[src/rtl/spi_read_tracker_pkg.sv]
// Shared definitions for the SPI read tracker: opcodes and FSM state encoding.
package spi_read_tracker_pkg;

   localparam logic [7:0] OPC_READ      = 8'h03;
   localparam logic [7:0] OPC_FAST_READ = 8'h0B;

   typedef enum logic [2:0] {
      ST_IDLE  = 3'd0,
      ST_CMD   = 3'd1,
      ST_ADDR  = 3'd2,
      ST_DUMMY = 3'd3,
      ST_DATA  = 3'd4,
      ST_SKIP  = 3'd5
   } state_e;

endpackage

[src/rtl/spi_record_fifo.sv]
// Record FIFO: power-of-two depth, head exposed combinationally, zero when empty.
// A push into a full FIFO succeeds only if a pop happens in the same cycle.
module spi_record_fifo #(
   parameter int WIDTH = 8,
   parameter int DEPTH = 4
) (
   input  logic             mclk,
   input  logic             reset,
   input  logic             push,
   input  logic [WIDTH-1:0] push_data,
   input  logic             pop,
   output logic             valid,
   output logic             dropped,
   output logic [WIDTH-1:0] head_data
);

   localparam int PW = $clog2(DEPTH);

   logic [WIDTH-1:0] mem_q [DEPTH];
   logic [WIDTH-1:0] mem_d [DEPTH];
   logic [PW-1:0]    wr_ptr_q, wr_ptr_d;
   logic [PW-1:0]    rd_ptr_q, rd_ptr_d;
   logic [PW:0]      count_q, count_d;
   logic             full, do_push, do_pop;

   assign valid     = (count_q != '0);
   assign full      = (count_q == (PW+1)'(DEPTH));
   assign do_pop    = pop && valid;
   assign do_push   = push && (!full || do_pop);
   assign dropped   = push && !do_push;
   assign head_data = valid ? mem_q[rd_ptr_q] : '0;

   // Next-state for pointers, occupancy and storage.
   always_comb begin
      mem_d    = mem_q;
      wr_ptr_d = wr_ptr_q;
      rd_ptr_d = rd_ptr_q;
      count_d  = count_q;
      if (do_push) begin
         mem_d[wr_ptr_q] = push_data;
         wr_ptr_d        = wr_ptr_q + PW'(1);
      end
      if (do_pop) begin
         rd_ptr_d = rd_ptr_q + PW'(1);
      end
      count_d = count_q + {{PW{1'b0}}, do_push} - {{PW{1'b0}}, do_pop};
   end

   // Pointer and occupancy registers.
   always_ff @(posedge mclk or posedge reset) begin
      if (reset) begin
         wr_ptr_q <= '0;
         rd_ptr_q <= '0;
         count_q  <= '0;
      end else begin
         wr_ptr_q <= wr_ptr_d;
         rd_ptr_q <= rd_ptr_d;
         count_q  <= count_d;
      end
   end

   // Storage needs no reset: the head is masked while the FIFO is empty.
   always_ff @(posedge mclk) begin
      mem_q <= mem_d;
   end

endmodule

[src/rtl/spi_read_tracker.sv]
// Tracks SPI flash read transactions and queues {opcode, addr, len, sat} records.
//
// state    | meaning
// ---------+--------------------------------------------------
// ST_IDLE  | chip select high, strobes ignored
// ST_CMD   | waiting for the opcode byte
// ST_ADDR  | shifting in address bytes, MSB first
// ST_DUMMY | discarding the single fast-read dummy byte
// ST_DATA  | counting data bytes until chip select rises
// ST_SKIP  | non-read opcode, ignoring bytes until chip select rises
module spi_read_tracker
   import spi_read_tracker_pkg::*;
#(
   parameter int ADDR_BYTES  = 3,
   parameter int LEN_BITS    = 16,
   parameter int FIFO_DEPTH  = 4,
   parameter int MONITOR_ALL = 0
) (
   input  logic                    mclk,
   input  logic                    reset,
   input  logic                    spi_cs,
   input  logic                    spi_rx_strobe,
   input  logic [7:0]              spi_rx_data,
   output logic                    rec_valid,
   input  logic                    rec_ready,
   output logic [7:0]              rec_opcode,
   output logic [8*ADDR_BYTES-1:0] rec_addr,
   output logic [LEN_BITS-1:0]     rec_len,
   output logic                    rec_sat,
   output logic [7:0]              drop_count,
   output logic                    busy
);

   localparam int AW = 8 * ADDR_BYTES;
   localparam int RW = 8 + AW + LEN_BITS + 1;

   logic [2:0]          cs_sync_q, cs_sync_d;
   state_e              state_q, state_d;
   logic                dummy_q, dummy_d;
   logic [2:0]          byte_cnt_q, byte_cnt_d;
   logic [7:0]          opcode_q, opcode_d;
   logic [AW-1:0]       addr_q, addr_d;
   logic [LEN_BITS-1:0] len_q, len_d;
   logic                sat_q, sat_d;
   logic [7:0]          drop_count_q, drop_count_d;
   logic                cs_fall, cs_rise;
   logic                push, fifo_dropped;
   logic [RW-1:0]       push_data, head_data;

   assign cs_sync_d = {cs_sync_q[1:0], spi_cs};
   assign cs_fall   = cs_sync_q[2] & ~cs_sync_q[1];
   assign cs_rise   = ~cs_sync_q[2] & cs_sync_q[1];

   // Transaction FSM: CS edges close/open transactions and take priority over strobes.
   always_comb begin
      state_d    = state_q;
      dummy_d    = dummy_q;
      byte_cnt_d = byte_cnt_q;
      opcode_d   = opcode_q;
      addr_d     = addr_q;
      len_d      = len_q;
      sat_d      = sat_q;
      push       = 1'b0;
      push_data  = {opcode_q, addr_q, len_q, sat_q};
      if (cs_rise || cs_fall) begin
         if (state_q == ST_DATA) begin
            push = 1'b1;
         end else if (state_q == ST_SKIP && MONITOR_ALL != 0) begin
            push      = 1'b1;
            push_data = {opcode_q, {(RW-8){1'b0}}};
         end
         state_d = ST_IDLE;
         if (cs_fall) begin
            state_d    = ST_CMD;
            dummy_d    = 1'b0;
            byte_cnt_d = '0;
            opcode_d   = '0;
            addr_d     = '0;
            len_d      = '0;
            sat_d      = 1'b0;
         end
      end else if (spi_rx_strobe) begin
         case (state_q)
            ST_CMD: begin
               opcode_d = spi_rx_data;
               if (spi_rx_data == OPC_READ) begin
                  state_d = ST_ADDR;
               end else if (spi_rx_data == OPC_FAST_READ) begin
                  state_d = ST_ADDR;
                  dummy_d = 1'b1;
               end else begin
                  state_d = ST_SKIP;
               end
            end
            ST_ADDR: begin
               addr_d = {addr_q[AW-9:0], spi_rx_data};
               if (byte_cnt_q == 3'(ADDR_BYTES - 1)) begin
                  state_d = dummy_q ? ST_DUMMY : ST_DATA;
               end else begin
                  byte_cnt_d = byte_cnt_q + 3'd1;
               end
            end
            ST_DUMMY: state_d = ST_DATA;
            ST_DATA: begin
               if (&len_q) begin
                  sat_d = 1'b1;
               end else begin
                  len_d = len_q + LEN_BITS'(1);
               end
            end
            default: ;
         endcase
      end
   end

   // Lost-record counter, sticks at 255.
   always_comb begin
      drop_count_d = drop_count_q;
      if (fifo_dropped && drop_count_q != 8'hFF) begin
         drop_count_d = drop_count_q + 8'd1;
      end
   end

   // State and synchronizer registers; synchronizer resets to CS idle (high).
   always_ff @(posedge mclk or posedge reset) begin
      if (reset) begin
         cs_sync_q    <= 3'b111;
         state_q      <= ST_IDLE;
         dummy_q      <= 1'b0;
         byte_cnt_q   <= '0;
         opcode_q     <= '0;
         addr_q       <= '0;
         len_q        <= '0;
         sat_q        <= 1'b0;
         drop_count_q <= '0;
      end else begin
         cs_sync_q    <= cs_sync_d;
         state_q      <= state_d;
         dummy_q      <= dummy_d;
         byte_cnt_q   <= byte_cnt_d;
         opcode_q     <= opcode_d;
         addr_q       <= addr_d;
         len_q        <= len_d;
         sat_q        <= sat_d;
         drop_count_q <= drop_count_d;
      end
   end

   spi_record_fifo #(
      .WIDTH (RW),
      .DEPTH (FIFO_DEPTH)
   ) u_fifo (
      .mclk      (mclk),
      .reset     (reset),
      .push      (push),
      .push_data (push_data),
      .pop       (rec_ready),
      .valid     (rec_valid),
      .dropped   (fifo_dropped),
      .head_data (head_data)
   );

   assign rec_opcode = head_data[RW-1 -: 8];
   assign rec_addr   = head_data[RW-9 -: AW];
   assign rec_len    = head_data[LEN_BITS:1];
   assign rec_sat    = head_data[0];
   assign drop_count = drop_count_q;
   assign busy       = (state_q != ST_IDLE);

endmodule

[config.mk]
export PLATFORM = sky130hd
export DESIGN_NAME = spi_read_tracker
export DESIGN_NICKNAME = d
export VERILOG_FILES = /design/src/rtl/spi_read_tracker_pkg.sv /design/src/rtl/spi_record_fifo.sv /design/src/rtl/spi_read_tracker.sv
export SDC_FILE = /design/constraint.sdc
export NUM_CORES = 1
export LEC_CHECK = 0
export CAP_MARGIN = 20
export CORE_MARGIN = 1.5
export CORE_UTILIZATION = 63
export DETAILED_ROUTE_END_ITERATION = 8
export GPL_TIMING_DRIVEN = 0
export PLACE_DENSITY = 0.86
export SYNTH_ARGS = -nofsm -noshare
export SYNTH_HDL_FRONTEND = slang
export SYNTH_SLANG_ARGS = --single-unit
[constraint.sdc]
create_clock -name mclk -period 6.8 [get_ports mclk]
set_clock_uncertainty 0.05 [all_clocks]
set_input_delay 1.36 -clock mclk [delete_from_list [all_inputs] [get_ports mclk]]
set_output_delay 1.36 -clock mclk [all_outputs]
set_load 0.005 [all_outputs]
### Word level (Yosys, flattened, before mapping)

Cells that the tools add are included.

* $add $sub $neg: 7
* order comparisons: 3
* equal/unequal tests: 14
* mux-type cells: 45
* bitwise gates (word level): 6
* reduce and logical (&&, ||, !) cells: 26

Operators with widths (number)
* $bwmux 196: 1
* $mux 49: 4
* $bmux 49 s2: 1
* $demux 49 s2: 1
* $mux 24: 4
* $mux 16: 5
* $mux 3: 11
* $mux 8: 4
* $add 16x1->16 const B: 1
* $reduce_and 16->1: 1
* $mux 1: 13
* $reduce_and 4->1: 3
* $reduce_bool 2->1: 6
* $eq 3x2->1 const B: 3
* $pmux 3 s3: 1
* $reduce_and 3->1: 3
* $add 8x1->8 const B: 1
* $eq 8x2->1 const B: 1
* $eq 8x4->1 const B: 1
* $ne 2x2->1 const B: 4
* $ne 8x8->1 const B: 1
* $eq 3x3->1 const B: 2
* $ge 3x3->1 const B: 2
* $not 2->3: 2
* 15 further kinds: 25

* register bits after elaboration: 270
* input port bits: 13
* word-level logic and storage cells: 117

### Longest topological paths before layout

Gate-level depths: netlist of the first run.

* depth in word-level cells: 8
* depth in mapped cells: 10
* mapped depth without buffers: 9

### Hierarchy

From an unflattened synthesis of the first run, not the netlist that was laid out.

* cell total of the unflattened synthesis: 671
* area total of the unflattened synthesis: 10996.8 µm²

Modules (own cells, without submodules)
* spi_record_fifo: instances 1, cells each 349, area each 7877.6 µm², sequential area each 6060.8 µm²
* spi_read_tracker: instances 1, cells each 322, area each 3119.2 µm², sequential area each 1680.4 µm²

### Worst setup path before layout of the first run

Ideal clock, no wire load.

* kind: input-to-reg
* from: in rec_ready
* to: reg u_fifo.mem_q[0] (netlist bit) (enable)
* arrival time: 2.954 ns
* required time: 6.338 ns
* setup slack: 3.384 ns
* cell stages on the path: 4
* buffers on the path: 1
* cells stage by stage: or4b_1 > and2b_1 > buf_2 > and2_1

* word-level cells in the longest chain between the ends: 3

Ends and longest elaborated chain
* start, declared: RTL line spi_read_tracker.sv:25 `input logic rec_ready,`
* $logic_and 1x1->1: RTL line spi_record_fifo.sv:28 `assign do_pop = pop && valid;`
* $logic_or 1x1->1: RTL line spi_record_fifo.sv:29 `assign do_push = push && (!full || do_pop);`
* $logic_and 1x1->1: RTL line spi_record_fifo.sv:29
* via u_fifo.do_push: RTL line spi_record_fifo.sv:24 `logic full, do_push, do_pop;`
* end signal, assigned: RTL line spi_record_fifo.sv:64 `mem_q <= mem_d;`
* end, declared: RTL line spi_record_fifo.sv:19 `logic [WIDTH-1:0] mem_q [DEPTH];`

The timed path passes the listed nets, and every way through them passes these cells.
A chain may end at the register's enable or synchronous reset.

### Worst setup path in the final report of the first run

* from: reg u_fifo.rd_ptr_q[1]
* to: out rec_opcode[7]

* word-level cells in the longest chain between the ends: 5

Ends and longest elaborated chain
* start, declared: RTL line spi_record_fifo.sv:22 `logic [PW-1:0] rd_ptr_q, rd_ptr_d;`
* start signal, assigned: RTL line spi_record_fifo.sv:57 `rd_ptr_q <= rd_ptr_d;`
* $not 2->3 (not written as such): RTL line spi_record_fifo.sv:31 `assign head_data = valid ? mem_q[rd_ptr_q] : '0;`
* $bmux 49 s2: RTL line spi_record_fifo.sv:31
* $mux 49 (not written as such) (2 in a row): RTL line spi_record_fifo.sv:31
* $mux 49: RTL line spi_record_fifo.sv:31
* end, declared: RTL line spi_read_tracker.sv:26 `output logic [7:0] rec_opcode,`

No other way between the ends. The select of a mux whose other input is x is not followed.

==> reports/results.ini, run 1 <==
[status]
status = finished, final reports clean

[clock_tree]
cts_tree = yes
root_buffer = clkbuf_16
ctsLongestPathBuffers = 3
clock_sinks = 270
holdBufCountCts = 0
clkLatencyLatePin_ns = 0.52
cts.reportedPaths.clkPinSlew_ns = 0.06
htree_num_levels = 1
numCtsBuffers = 26
ctsResizeCount = 0
post_cts_buffers = 0

[worst_setup_path]
timing.critical_path.to_type = output pin
cp_max_fo = 10
criticalPathCategory = flop to output pin
crit_path_start_kind = flop
crit_required_ns = 5.39
crit_arrival_ns = 2.77

[yosys]
synth_edf_count = 196
ys_warn_count = 0
syn_area_per_cell_um2 = 16.1
yosys_most_used_dff = edfxtp_1
syn_inst = 687
ys_async_sr_fraction_pct = 27.4
ys_seq_area_share_pct = 70.1
syn_nets = 712
ys_types = 61
syn-cell-area_mm2 = 0.0110
ys_ff_latch = 270

[flow_run]
drv_cap = 0

[final_layout]
fin_nets = 815
syn2layout_area_growth_pct = 17.3
layout_common_cells = edfxtp_1, nand2_1, dfrtp_1, clkdlybuf4s50_1, and2_1
drive_gt1_share_pct = 15.6
n_antenna_cell = 0
layout_commonest_cell = edfxtp_1

[placement]
port_buffers = 71
hpwl_um = 14500
place_ws_ns = 2.91
gp_congestion = 0.877

[timing]
layout_setup_ws_ns = 2.62
min_period_over_period_pct = 61.4
fmax_mhz = 239
drv_slew = 0
grt_setup_unrepaired = false
final_hold_viol_count = 0
setup_violations = 0
worst_pin_slew_ns = 0.980
min_period_ns = 4.18
max-slew-margin-rel_pct = 34.4
holdWs_ns = 0.308
tns_ns = 0

[die]
die_y_um = 135
die_area_mm2 = 0.0183
rows = 48
core_mm2 = 0.0172
ioPinCount = 72
initial_core_util_pct = 64.0
die_w_um = 135

[grt]
antenna_found_initial = 0
grt_overflow = 0
grtUsageTotal_pct = 26.8
grt_pass1_vias = 6873
grt_max_degree = 75
grt_pass1_wl_um = 37200

[detailed_routing]
drcViolationCount = 0
drt_first_iter_violations = 646
wl_um = 23500
viasPerCell = 6.33
firstDrtPassIters = 5
dr_total_vias = 6541
drt.antenna.violating_nets = 0
wl_per_cell_um = 22.7

[pwr]
power.density_mw_per_mm2 = 372
internal_power_w = 0.00350
p_comb_share_pct = 28.5
vdd_drop_max_mv = 0.234
p_sw_w = 0.00131
p_clk_share_pct = 28.6
pwr-share-seq_pct = 42.9
switching_share_pct = 27.3
p_leak_nw = 4.66

[hold_path]
hp-class = flop to flop

==> cells in the mapped netlist (2+ instances only) <==
master,count,area share [%]
a211oi_1,2,0.14
a21oi_1,6,0.27
a31oi_1,3,0.17
a41o_1,2,0.18
a41oi_1,2,0.16
and2_1,54,3.1
and2b_1,2,0.14
and3_1,2,0.11
and3b_1,2,0.16
and4_1,2,0.16
buf_2,11,0.50
clkbuf_1,23,0.78
dfrtp_1,71,16
dfstp_2,3,0.71
edfxtp_1,196,53
ha_1,11,1.2
inv_1,14,0.48
mux2i_1,3,0.27
mux4_2,49,10
nand2_1,82,2.8
nand2b_1,7,0.40
nand3_1,12,0.54
nand3b_1,3,0.20
nand4_1,3,0.17
nor2_1,11,0.37
nor2b_1,2,0.11
nor3_1,5,0.23
nor3_2,2,0.18
nor3b_1,2,0.14
o211a_1,2,0.18
o211ai_1,6,0.41
o21a_1,3,0.20
o21ai_0,38,1.7
o311a_1,2,0.18
o311ai_0,5,0.40
o311ai_1,3,0.24
or2_2,2,0.11
or3_1,4,0.23
or4_1,2,0.14
or4b_1,2,0.18
xnor2_1,7,0.56
xor2_1,5,0.40
==> through the flow <==
| stage | instances | util (%) | instance area (um^2) | total power, W |
|---|---|---|---|---|
| detailed placement | 987 | 70.3 | 12100 | 0.00345 |
| CTS | 1034 | 75.1 | 12900 | 0.00485 |
| floorplan | 687 | - | 11000 | 0.00281 |
| finish | 1034 | 75.1 | 12900 | 0.00482 |
| global route | 1034 | 75.1 | 12900 | 0.00502 |
| global placement | 983 | 69.8 | 12000 | 0.00337 |
==> critical path, stage by stage (launching register included) <==
cell,delay (ns)
dfrtp_1,0.34
clkbuf_1,0.26
clkbuf_1,0.57
mux4_2,0.47
and2_1,0.18
clkdlybuf4s50_1,0.44
==> flip-flops by register name, summed over array words and instances, names as in the netlist, 8 cells and up <==
signal / flops
u_fifo.mem_q: 196
addr_q: 24
len_q: 16
opcode_q: 8
drop_count: 8
==> final cells by class <==
cell class	count	area (um^2)
timing repair buffer	75	791
tap	225	282
sequential	270	7740
inverter	14	55.1
multi-input combinational	367	3090
buffer	36	156
clock buffer	33	728
fill	937	4290
clock inverter	14	97.6
==> kinds of logic (layout without fill, tap and decap cells) <==
group,count (synthesis),count (layout),synth area share [%]
flip-flops,270,270,70.1
buffers and inverters,50,172,1.89
multiplexers,53,53,10.4
adder cells (fa/ha/maj),12,12,1.43
AO/OA/AOI/OAI,80,80,4.81
XOR/XNOR,12,12,0.952
AND/OR/NAND/NOR,210,210,10.4
==> power groups by stage <==
| stage | logic, W | clock network (W) | registers [W] |
|---|---|---|---|
| CTS | 0.00139 | 0.00140 | 0.00206 |
| detailed placement | 0.00136 | 0 | 0.00209 |
| finish | 0.00137 | 0.00138 | 0.00207 |
| floorplan | 0.000763 | 0 | 0.00204 |
| global placement | 0.00130 | 0 | 0.00207 |
| global route | 0.00148 | 0.00146 | 0.00208 |
==> path summary, 6_finish.rpt <==
| check | start | to | slack [ns] | cells after the start |
|---|---|---|---|---|
| max reg2reg | cs_sync_q[1] | u_fifo.mem_q[113] | 3.61 | 7 |
| max in group asynchronous | reset | len_q[11] | 4.74 | 2 |
| min in group asynchronous | reset | drop_count[0] | 1.35 | 2 |
| max | u_fifo.rd_ptr_q[1] | rec_opcode[7] | 2.62 | 5 |
| min reg2reg | cs_sync_q[0] | cs_sync_q[1] | 0.31 | 0 |
| min | cs_sync_q[0] | cs_sync_q[1] | 0.31 | 0 |
==> metal layers <==
layer,wire length (um),part of all wire (%),global-route usage [%]
met1,8580,37,33.3
met2,13000,55,49.0
met4,595,2.5,9.26
met3,1340,5.7,3.22
met5,0,0,0
Power figures use the tool's default switching activity.
==> run 2: changes to the inputs <==
Settings changed: CORE_UTILIZATION 63 to 59, PLACE_DENSITY 0.86 to 0.82.
Clock period 6.8 ns to 3.9 ns, I/O delays scaled along.
==> run 2 against run 1 <==
Against the previous run:
- the run now ends with design-rule violations left
- cell area rose by 0.38%
- setup slack got worse by 2.3 ns
- non-clock buffer count up 1
- die area increased by 6.6%
- critical path type unchanged
- largest power group unchanged
- highest routed layer unchanged
==> reports/results.ini, run 2 (same netlist as run 1, synthesis figures left out) <==
[timing]
final_hold_viol_count = 0  ; unchanged
setup_violations = 0  ; unchanged
layout_setup_ws_ns = 0.316  ; -2.31 ns
grt_setup_unrepaired = false
fmax_mhz = 279
min_period_ns = 3.58
min_period_over_period_pct = 91.9
drv_slew = 0  ; unchanged
max-slew-margin-rel_pct = 32.5  ; -1.9 points
worst_pin_slew_ns = 1.01  ; +0.0287 ns

[clock_tree]
holdBufCountCts = 0  ; unchanged
post_cts_buffers = 0  ; unchanged
ctsResizeCount = 0  ; unchanged
root_buffer = clkbuf_16
htree_num_levels = 1  ; unchanged
clock_sinks = 270  ; unchanged
ctsLongestPathBuffers = 3  ; unchanged
clkLatencyLatePin_ns = 0.53  ; about the same
numCtsBuffers = 27  ; +3.8%
cts.reportedPaths.clkPinSlew_ns = 0.06  ; about the same
cts_tree = yes

[die]
die_w_um = 140  ; +3.3%
die_y_um = 140  ; +3.3%
rows = 49  ; +2.1%
ioPinCount = 72  ; unchanged
initial_core_util_pct = 60.8  ; -3.2 points
core_mm2 = 0.0181  ; +5.3%
die_area_mm2 = 0.0195  ; +6.6%

[worst_setup_path]
cp_cell_sequence = clkbuf_1, buf_2, mux4_2, and2_1, clkdlybuf4s50_1
crit-reg2reg-launch = cs_sync_q[1]
crit_arrival_ns = 2.75  ; -0.02 ns
crit_path_start_kind = flop
reg2reg_depth = 7  ; unchanged
max_stage_delay_ns = 0.57  ; about the same
critPathSlowestCell = mux4_2
r2r_slack_ns = 0.78  ; -2.83 ns
rr_endpoint = u_fifo.mem_q[14]
crit_required_ns = 3.07  ; -2.32 ns
cp_max_fo = 10  ; unchanged
criticalPathCategory = flop to output pin
timing.critical_path.to_type = output pin

[pwr]
vdd_drop_max_mv = 0.407  ; +74%
power.density_mw_per_mm2 = 646  ; +73%
p_clk_share_pct = 29.3  ; +0.7 points
p_leak_nw = 4.67  ; +0.40%
internal_power_w = 0.00613  ; +75%
pwr-share-seq_pct = 42.9  ; about the same
p_sw_w = 0.00225  ; +71%
switching_share_pct = 26.9  ; -0.42 points
p_comb_share_pct = 27.9  ; -0.6 points

[placement]
place_ws_ns = 0.631  ; -2.28 ns
hpwl_um = 14400  ; -0.70%
place_area_mm2 = 0.0122  ; +0.27%
port_buffers = 71  ; unchanged
gp_congestion = 0.900  ; +2.6%

[detailed_routing]
firstDrtPassIters = 7  ; +2
viasPerCell = 6.18  ; -2.3%
drt.antenna.violating_nets = 0  ; unchanged
wl_um = 22600  ; -3.9%
drcViolationCount = 4  ; +4
dr_total_vias = 6443  ; -1.5%
drt_first_iter_violations = 683  ; +5.7%
wl_per_cell_um = 21.6  ; -4.6%

[hold_path]
hold_path_startpoint = cs_sync_q[0]
hp-class = flop to flop
worstHoldPathCells = 0  ; unchanged
hold_end = cs_sync_q[1]

[status]
status = finished, violations left
violations = design-rule violations

[flow_run]
drv_cap = 0  ; unchanged

[final_layout]
largest_reg_flops = 196  ; unchanged
syn2layout_area_growth_pct = 17.7
top_regs = u_fifo.mem_q x196, addr_q x24, len_q x16
drive_gt1_share_pct = 15.3  ; -0.32 points
top_register = u_fifo.mem_q
final_area_mm2 = 0.0130  ; +0.38%
layout_common_cells = edfxtp_1, nand2_1, dfrtp_1, clkdlybuf4s50_1, and2_1
layout_commonest_cell = edfxtp_1
fin_nets = 817  ; +0.25%
n_antenna_cell = 0  ; unchanged

[grt]
grt_pass1_vias = 6697  ; -2.6%
grt_max_degree = 74  ; -1.3%
grtUsageTotal_pct = 23.9  ; -2.9 points
antenna_found_initial = 0  ; unchanged
grt_overflow = 0  ; unchanged
grt_pass1_wl_um = 36100  ; -2.9%

[run 2: final cells by class]
cell class	instances	area, um^2
Tap cell	229	287
Fill cell	1090	5150
Buffer	36	156
Timing Repair Buffer	76	818
Sequential cell	270	7740
Clock inverter	19	141
Clock buffer	31	701
Multi-Input combinational cell	367	3090
Inverter	14	55.1
[run 2: how the worst max path moves through the flow]
stage | cells past startpoint | endpoint | slack [ns] | from
after floorplan | 6 | u_fifo.mem_q[0] | 0.55 | cs_sync_q[1]
after global placement | 5 | u_fifo.mem_q[13] | -0.52 | rec_ready
after detailed placement | 6 | u_fifo.mem_q[14] | 0.63 | rec_ready
after CTS | 5 | rec_addr[2] | 0.28 | u_fifo.rd_ptr_q[0]
after global routing | 5 | rec_addr[2] | 0.17 | u_fifo.rd_ptr_q[0]
final | 5 | rec_addr[2] | 0.32 | u_fifo.rd_ptr_q[0]
[run 2: per-layer routing]
metal / part of all wire (%) / global-route usage [%]
met1: 38 / 30.0
met2: 54 / 43.8
met5: 0 / 0
met3: 5.8 / 2.96
met4: 2.5 / 7.15
[run 2: stage by stage]
step / cells / setup TNS, ns / total power, W / hold slack, ns / util, %
floorplan: 687 / 0 / 0.00490 / 0.295 / -
finish: 1042 / 0 / 0.00839 / 0.308 / 71.6
CTS: 1042 / 0 / 0.00844 / 0.310 / 71.6
detailed placement: 992 / 0 / 0.00599 / 0.302 / 67.0
global placement: 987 / -103.51 / 0.00590 / 0.299 / 66.3
global route: 1042 / 0 / 0.00874 / 0.315 / 71.6
[run 2: power groups by stage]
stage / sequential, W / clock [W] / combinational (W)
after detailed placement: 0.00365 / 0 / 0.00234
after global routing: 0.00362 / 0.00258 / 0.00253
after global placement: 0.00362 / 0 / 0.00229
final: 0.00360 / 0.00246 / 0.00234
after floorplan: 0.00356 / 0 / 0.00133
after CTS: 0.00359 / 0.00247 / 0.00237
[run 2: worst max-delay path, delay by kind of cell (launching register included)]
kind | cells | cell delay [ns]
buffers and inverters | 3 | 1.13
and+or+nand+nor | 1 | 0.20
DFF | 1 | 0.32
muxes | 1 | 0.57
==> run 3: changes to the inputs <==
Settings changed: CORE_MARGIN 1.5 to 4.
==> run 3 against run 2 <==
Against the previous run:
- the flow now finishes without violations
- critical path depth did not move
- core utilization fell by 0.46 points
- sequential cell count unchanged
- global-route usage down 0.85 points
- sequential share of layout area rose by 0.18 points
- combinational power barely moved
- die area is 7.3% higher
- total power shrank 0.70%
- via count is 0.19% lower
- wire length increased by 2.5%
==> reports/results.ini, run 3 (same netlist as run 1, synthesis figures left out) <==
[worst_setup_path]
r2r_slack_ns = 0.71  ; -0.07 ns
critPathBufInv = 3  ; unchanged
crit_end = rec_len[7]
criticalPathCategory = flop to output pin
cp_cell_sequence = clkbuf_1, buf_2, mux4_2, and2_1, clkdlybuf4s50_1
worst-path-stages = 5  ; unchanged
crit_arrival_ns = 2.82  ; +0.07 ns
timing.critical_path.from = u_fifo.rd_ptr_q[0]
crit_required_ns = 3.07  ; about the same
crit-reg2reg-launch = cs_sync_q[1]
crit_path_start_kind = flop
rr_endpoint = u_fifo.mem_q[110]
critPathSlowestCell = mux4_2
timing.critical_path.to_type = output pin
crit_family = buffers and inverters
reg2reg_depth = 7  ; unchanged
max_stage_delay_ns = 0.57  ; about the same
cp_max_fo = 10  ; unchanged

[detailed_routing]
viasPerCell = 6.18  ; about the same
drcViolationCount = 0  ; -4
wl_per_cell_um = 22.2  ; +2.7%
drt.antenna.violating_nets = 0  ; unchanged
firstDrtPassIters = 5  ; -2
drt_first_iter_violations = 633  ; -7.3%
dr_total_vias = 6431  ; -0.19%
wl_um = 23100  ; +2.5%

[timing]
min_period_over_period_pct = 93.7  ; +1.8 points
fmax_mhz = 274  ; -1.9%
tns_ns = 0  ; unchanged
max-slew-margin-rel_pct = 36.6  ; +4.2 points
worst_pin_slew_ns = 0.946  ; -0.0623 ns
drv_slew = 0  ; unchanged
layout_setup_ws_ns = 0.246  ; -0.0692 ns
setup_violations = 0  ; unchanged
min_period_ns = 3.65  ; +0.0692 ns
grt_setup_unrepaired = false
final_hold_viol_count = 0  ; unchanged

[grt]
grt_pass1_vias = 6663  ; -0.51%
antenna_found_initial = 0  ; unchanged
grtUsageTotal_pct = 23.1  ; -0.85 points
grt_pass1_wl_um = 37100  ; +3.0%
grt_max_degree = 61  ; -18%
grt_overflow = 0  ; unchanged

[final_layout]
largest_reg_flops = 196  ; unchanged
syn2layout_area_growth_pct = 17.3
top_register = u_fifo.mem_q
final_util_pct = 71.1  ; -0.46 points
n_antenna_cell = 0  ; unchanged
drive_gt1_share_pct = 14.9  ; -0.33 points
layout_common_cells = edfxtp_1, nand2_1, dfrtp_1, clkdlybuf4s50_1, and2_1
fin_nets = 816  ; -0.12%
top_regs = u_fifo.mem_q x196, addr_q x24, len_q x16
layout_commonest_cell = edfxtp_1

[die]
rows = 49  ; unchanged
core_mm2 = 0.0182  ; +0.34%
ioPinCount = 72  ; unchanged
die_w_um = 145  ; +3.6%
initial_core_util_pct = 60.6  ; -0.20 points
die_y_um = 145  ; +3.6%
die_area_mm2 = 0.0210  ; +7.3%

[clock_tree]
clock_sinks = 270  ; unchanged
post_cts_buffers = 0  ; unchanged
numCtsBuffers = 26  ; -3.7%
cts.reportedPaths.clkPinSlew_ns = 0.06  ; about the same
cts_tree = yes
holdBufCountCts = 0  ; unchanged
root_buffer = clkbuf_16
ctsResizeCount = 0  ; unchanged
clkLatencyLatePin_ns = 0.53  ; about the same
htree_num_levels = 1  ; unchanged
ctsLongestPathBuffers = 3  ; unchanged

[placement]
port_buffers = 71  ; unchanged
gp_congestion = 0.883  ; -1.9%
hpwl_um = 14900  ; +3.6%
place_ws_ns = 0.622  ; -0.00898 ns

[pwr]
vdd_drop_max_mv = 0.406  ; -0.43%
p_leak_nw = 4.65  ; -0.55%
power_w = 0.00833  ; -0.70%
power.density_mw_per_mm2 = 643  ; -0.39%

[status]
status = finished, final reports clean

[flow_run]
drv_cap = 0  ; unchanged

[hold_path]
hp-class = flop to flop

run 3: metal layers:
layer | global-route usage [%] | wire, um
met1 | 30.5 | 9020
met2 | 39.8 | 12000
met3 | 3.48 | 1210
met5 | 0 | 0
met4 | 7.51 | 862
run 3: cell type report:
| class | instances | area, um^2 |
|---|---|---|
| Fill cell | 1088 | 5260 |
| Timing Repair Buffer | 76 | 818 |
| Sequential cell | 270 | 7740 |
| Buffer | 36 | 156 |
| Tap cell | 229 | 287 |
| Clock buffer | 38 | 716 |
| Multi-Input combinational cell | 367 | 3090 |
| Inverter | 14 | 55.1 |
| Clock inverter | 10 | 86.3 |
run 3: how the worst min path moves through the flow:
stage	start	endpoint	slack, ns	cells after the start
2_1_floorplan	cs_sync_q[0]	cs_sync_q[1]	0.30	0
3_3_place_gp	cs_sync_q[0]	cs_sync_q[1]	0.30	0
3_5_place_dp	cs_sync_q[0]	cs_sync_q[1]	0.30	0
4_1_cts	cs_sync_q[0]	cs_sync_q[1]	0.31	0
5_1_grt	cs_sync_q[0]	cs_sync_q[1]	0.31	0
6_report	cs_sync_q[0]	cs_sync_q[1]	0.31	0
run 3: through the flow:
stage / area, um^2 / hold slack, ns / std cells
after global placement: 12000 / 0.300 / 987
after floorplan: 11000 / 0.295 / 687
after global routing: 13000 / 0.308 / 1040
after CTS: 13000 / 0.307 / 1040
after detailed placement: 12200 / 0.298 / 992
final: 13000 / 0.307 / 1040
run 3: power by group:
part / internal, W / switching [W]
combinational: 0.00136 / 0.00102
sequential: 0.00336 / 0.000227
clock: 0.00134 / 0.00102
